## src/rtl/uart_hex_word.sv

```systemverilog
// uart_hex_word: formats a word of DIGITS hex nibbles into lowercase ASCII
// bytes for a downstream uart_tx. Each word ends with a tail sequence.
// Build option: define UART_HEX_CRLF_EN for a CR LF tail (0x0D 0x0A);
// without it the tail is a single space (0x20).
// out_strobe is combinational on out_ready, so a byte is only offered while
// the transmitter is ready. out_data carries the byte in the strobe cycle and
// holds it until the next strobe.

module uart_hex_word #(
    parameter int DIGITS = 8
) (
    input  logic                  clk,
    input  logic                  reset,
    input  logic [4*DIGITS-1:0]   in_data,
    input  logic                  in_strobe,
    output logic                  in_ready,
    output logic [7:0]            out_data,
    output logic                  out_strobe,
    input  logic                  out_ready
);

    localparam int CW = $clog2(DIGITS + 1);
    localparam logic [CW-1:0] LAST_DIGIT = CW'(DIGITS - 1);

    typedef enum logic [1:0] {
        IDLE,
        DIGIT,
        TAIL
    } state_t;

    state_t             r_state;
    state_t             w_nextState;
    logic [4*DIGITS-1:0] r_word;
    logic [CW-1:0]      r_count;
    logic               r_prevStrobe;
    logic               r_rstDone;
    logic [7:0]         r_outData;
    logic               w_emit;
    logic               w_accept;
    logic               w_tailLast;
    logic [3:0]         w_nib;
    logic [7:0]         w_byte;
    logic [CW-1:0]      w_nibIdx;

`ifdef UART_HEX_CRLF_EN
    logic               r_tailIdx;
`endif

    // State register; reset forces IDLE, which also aborts any word in flight.
    always_ff @(posedge clk or posedge reset) begin
        if (reset) begin
            r_state <= IDLE;
        end else begin
            r_state <= w_nextState;
        end
    end

    // Next-state logic: advance only when a byte is actually handed over.
    always_comb begin
        w_nextState = r_state;
        case (r_state)
            IDLE:    if (w_accept) w_nextState = DIGIT;
            DIGIT:   if (w_emit && (r_count == LAST_DIGIT)) w_nextState = TAIL;
            TAIL:    if (w_emit && w_tailLast) w_nextState = IDLE;
            default: w_nextState = IDLE;
        endcase
    end

    // Output logic: ready gating, strobe spacing and the byte being offered.
    always_comb begin
        in_ready   = (r_state == IDLE) && r_rstDone;
        w_accept   = in_strobe && in_ready;
        w_emit     = (r_state != IDLE) && out_ready && !r_prevStrobe;
        out_strobe = w_emit;
        out_data   = w_emit ? w_byte : r_outData;
    end

    // Pick the current nibble, most significant first.
    always_comb begin
        w_nibIdx = LAST_DIGIT - r_count;
        w_nib    = 4'h0;
        for (int i = 0; i < DIGITS; i++) begin
            if (w_nibIdx == CW'(i)) begin
                w_nib = r_word[4*i +: 4];
            end
        end
    end

    // Translate the nibble to lowercase ASCII, or supply the tail byte.
`ifdef UART_HEX_CRLF_EN
    always_comb begin
        w_tailLast = r_tailIdx;
        if (r_state == TAIL) begin
            w_byte = r_tailIdx ? 8'h0A : 8'h0D;
        end else if (w_nib < 4'd10) begin
            w_byte = {4'h3, w_nib};
        end else begin
            w_byte = 8'h57 + {4'h0, w_nib};
        end
    end
`else
    always_comb begin
        w_tailLast = 1'b1;
        if (r_state == TAIL) begin
            w_byte = 8'h20;
        end else if (w_nib < 4'd10) begin
            w_byte = {4'h3, w_nib};
        end else begin
            w_byte = 8'h57 + {4'h0, w_nib};
        end
    end
`endif

    // Datapath: capture the word, count digits, remember the last byte and
    // strobe, and hold off in_ready until the first edge after reset.
    always_ff @(posedge clk or posedge reset) begin
        if (reset) begin
            r_word       <= '0;
            r_count      <= '0;
            r_prevStrobe <= 1'b0;
            r_outData    <= 8'h00;
            r_rstDone    <= 1'b0;
`ifdef UART_HEX_CRLF_EN
            r_tailIdx    <= 1'b0;
`endif
        end else begin
            r_rstDone    <= 1'b1;
            r_prevStrobe <= w_emit;
            if (w_emit) begin
                r_outData <= w_byte;
            end
            if (w_accept) begin
                r_word    <= in_data;
                r_count   <= '0;
`ifdef UART_HEX_CRLF_EN
                r_tailIdx <= 1'b0;
`endif
            end else if (w_emit && (r_state == DIGIT)) begin
                r_count <= r_count + 1'b1;
            end
`ifdef UART_HEX_CRLF_EN
            else if (w_emit && (r_state == TAIL)) begin
                r_tailIdx <= 1'b1;
            end
`endif
        end
    end

endmodule

```

## config.mk

```make
export PLATFORM = sky130hd
export DESIGN_NAME = uart_hex_word
export DESIGN_NICKNAME = d
export VERILOG_FILES = /design/src/rtl/uart_hex_word.sv
export SDC_FILE = /design/constraint.sdc
export NUM_CORES = 1
export LEC_CHECK = 0
export CAP_MARGIN = 20
export CORE_MARGIN = 8
export CORE_UTILIZATION = 35
export DETAILED_ROUTE_END_ITERATION = 7
export GPL_ROUTABILITY_DRIVEN = 0
export PLACE_DENSITY = 0.58
export SETUP_SLACK_MARGIN = 0.1
export SLEW_MARGIN = 40
export SYNTH_ARGS = -nofsm -noshare
export SYNTH_HDL_FRONTEND = slang
export SYNTH_SLANG_ARGS = --single-unit
```

## constraint.sdc

```tcl
create_clock -name clk -period 2.9 [get_ports clk]
set_clock_uncertainty 0.1 [all_clocks]
set_input_delay 0.58 -clock clk [delete_from_list [all_inputs] [get_ports clk]]
set_output_delay 0.58 -clock clk [all_outputs]
set_load 0.03 [all_outputs]
```

==> out/metrics.csv <==
stage,metric,value,unit
run_status,status,"finished, violations left",
run_status,violations,negative setup slack,
grt,grt-ovfl-total,0,
min_path,hold_start,r_outData[5]$_DFF_PP0_,
placed_design,port_buffers,45,
cells_and_area,syn_to_final_growth,42.0,%
detailed_routing,drt-initial-drc-count,66,
logic_synthesis,async_flop_share,100,%
power,peakVddDrop,427,uV
cells_and_area,fillCellCount,603,
power,p_leak,1.40,nW
setup_path,critPathTopFamily,compound AO/OA/AOI/OAI gates,
placed_design,placement.cell_area,3050,um2
grt,grt_pass1_wl,9760,um
detailed_routing,dr_total_vias,1838,
setup_path,endpoint_kind,primary output,
cts,ctsHoldBuffers,0,
timing,setup_tns,-1.82,ns
cts,cts_max_level,2,
logic_synthesis,yosysSeqAreaShare,50.5,%
timing,finalCritPeriodShare,114,%
setup_path,slowest_delay,0.47,ns
power,total_power,3.98,mW
cells_and_area,multi_input_area,1220,um2
job,cap_violations,0,
setup_path,worst_ep_arrival_time,2.62,ns
timing,clock.fmax,303,MHz
cts,clk_pin_slew,0.09,ns
timing,rsz0062_at_grt,true,
grt,grt_use_total,12.3,%
setup_path,crit_top_cell,buf_6,
timing,setup_viol,6,
cells_and_area,fin_cells,355,
cts,cts-root-buf,clkbuf_8,
logic_synthesis,synthFlopType,dfrtp_1,
logic_synthesis,synth_cell_types,49,
cells_and_area,final_area,3380,um2
die,ios,46,
timing,worst_pin_slew,0.578,ns
setup_path,r2r-start,r_count[1]$_DFFE_PP0P_,
setup_path,path_max_fanout,6,
cts,cts.path.max_buffers,2,
die,core-area,6680,um2
timing,hold_viol_final,0,
setup_path,slowest_stage,dfrtp_2,
placed_design,hpwlAfterDp,4080,um
detailed_routing,wl_per_cell,16.0,um
placed_design,place_ws,-0.173,ns
timing,setup_ws,-0.398,ns
die,start_util,35.6,%
detailed_routing,drt_first_pass_iters,5,
timing,min_period,3.30,ns
grt,grt_pass1_vias,1952,
setup_path,rrSetupSlack,0.56,ns
timing,max_slew_margin,61.4,%
detailed_routing,ant_nets,0,
cells_and_area,seq_area,1200,um2
setup_path,start_kind,flop,
die,dieWidth,98.4,um
detailed_routing,vias_per_cell,5.18,
detailed_routing,drc,0,
cts,cts_inserted_buffers,5,
min_path,hp-class,flop to flop,
logic_synthesis,synth_edf_count,0,
die,num_rows,30,
setup_path,reg2regPathDepth,8,
cts,cts_sinks,48,
die,die_y,98.4,um
logic_synthesis,synth_fp_nets,248,
setup_path,crit_chain,buf_6 > ha_4 > a211oi_2 > a2111oi_2 > o41a_1 > buf_4 > a2111o_1 > o211ai_2 > buf_6,
setup_path,critPathKind,flop to primary output,
detailed_routing,totalWireLength,5670,um
cells_and_area,fin_nets,316,
cells_and_area,layout-drive-gt1-share,34.5,%
power,p_per_area,1180,nW/um2
cells_and_area,insertedDiodeCount,0,
die,die-area,9690,um2
logic_synthesis,yosysWarnings,0,
min_path,worstHoldEndpoint,r_outData[5]$_DFF_PP0_,
logic_synthesis,synthesis.area,2380,um2
logic_synthesis,ys_ff_latch,48,
min_path,hold_path_depth,1,
setup_path,cp.required,2.22,ns
cts,tritoncts,done,
logic_synthesis,synthCells,207,
setup_path,r2r-end,r_outData[0]$_DFF_PP0_,
timing,fin_hold_ws,0.368,ns
cells_and_area,fin_util,50.5,%
timing,slew_violations,0,
logic_synthesis,syn_avg_cell_area,11.5,um2
grt,antenna_found_initial,0,
placed_design,dpl.cell_count,340,
setup_path,worst-path-buf-inv,3,
cts,clkLatencyLatePin,0.30,ns
grt,grt_max_degree,41,
## final cells by class
cell class | instances | area share, %
multi-input combinational | 133 | 36.1
sequential | 48 | 35.6
timing repair buffer | 74 | 21.4
tap | 80 | 2.96
clock buffer | 5 | 2.04
inverter | 13 | 1.52
clock inverter | 2 | 0.371
## flip-flops by register name, indices dropped and copies added, names as in the netlist
| signal | count |
|---|---|
| r_outData | 8 |
| r_count | 4 |
| r_rstDone | 1 |
| r_prevStrobe | 1 |
| r_state | 2 |
| r_word | 32 |
## power by group
group	total, mW	internal, mW	switching [mW]
clock network	0.390	0.164	0.226
logic	2.41	1.24	1.17
registers	1.18	0.972	0.211
total	3.98	2.37	1.61
## per-layer routing
layer	vias to the layer above	part of all wire [%]	track usage, %
li1	877	-	-
met1	904	45	15.5
met2	50	48	19.9
met3	7	6.1	3.88
met4	0	0.90	3.19
met5	-	0	0
## cells by family (layout without fill, tap and decap cells)
kind of cell | count (synthesis) | after routing | share of synthesized area [%]
simple gates | 46 | 46 | 10.1
fa+ha+maj | 5 | 5 | 2.63
compound gates | 46 | 46 | 15.1
mux | 32 | 32 | 15.0
other cells | 1 | 1 | 0.158
xor+xnor | 3 | 3 | 1.10
flops | 48 | 48 | 50.5
buf+inv | 26 | 94 | 5.42
## worst max-delay path by stage
stage / from / end / slack (ns) / depth (start not counted)
detailed placement: r_count[1]$_DFFE_PP0P_ / out_data[1] / -0.17 / 10
global placement: r_count[1]$_DFFE_PP0P_ / out_data[1] / -0.15 / 10
finish: r_count[1]$_DFFE_PP0P_ / out_data[0] / -0.40 / 9
global route: r_count[1]$_DFFE_PP0P_ / out_data[0] / -0.50 / 9
CTS: r_count[1]$_DFFE_PP0P_ / out_data[2] / -0.33 / 10
floorplan: r_count[0]$_DFFE_PP0P_ / out_data[2] / -0.05 / 10
## cells in the mapped netlist (all sizes together) (3+ instances only)
cell	n	share of area, %
dfrtp	48	50
mux2	29	14
inv	13	2.1
nand2	11	1.7
buf	10	2.9
o21ai	10	2.1
a21oi	7	1.5
nor2	7	1.1
nor2b	6	1.6
ha	5	2.6
nand2b	5	1.3
and2	4	1.1
a211oi	3	0.95
a221oi	3	1.1
clkbuf	3	0.47
mux2i	3	1.3
nand3	3	0.63
## timing repair
item | in CTS | in global routing
pin swaps | 10 | 7
endpoints found under the setup margin | 7 | 6
setup buffers | 6 | 2
resized for setup | 33 | 12
## cell usage in the layout (no fill, tap or decap), types with 3 or more instances in the layout
cell             Yosys  layout
mux2_2              14      14
nor2b_1              6       6
nand2_1             11      10
ha_4                 0       5
a21oi_2              0       3
clkdlybuf4s50_1      0      36
mux2_1              15      15
nand3_1              3       3
and2_1               4       4
nor2_1               7       5
mux2i_1              3       3
buf_6                3      10
inv_1               11       6
nand2b_1             5       4
inv_2                2       6
a21oi_1              7       4
buf_4                0      24
clkbuf_8             0       5
buf_12               0       3
dfrtp_1             48      47
o21ai_1              4       4
o21ai_0              6       4
Power figures use the tool's default switching activity.
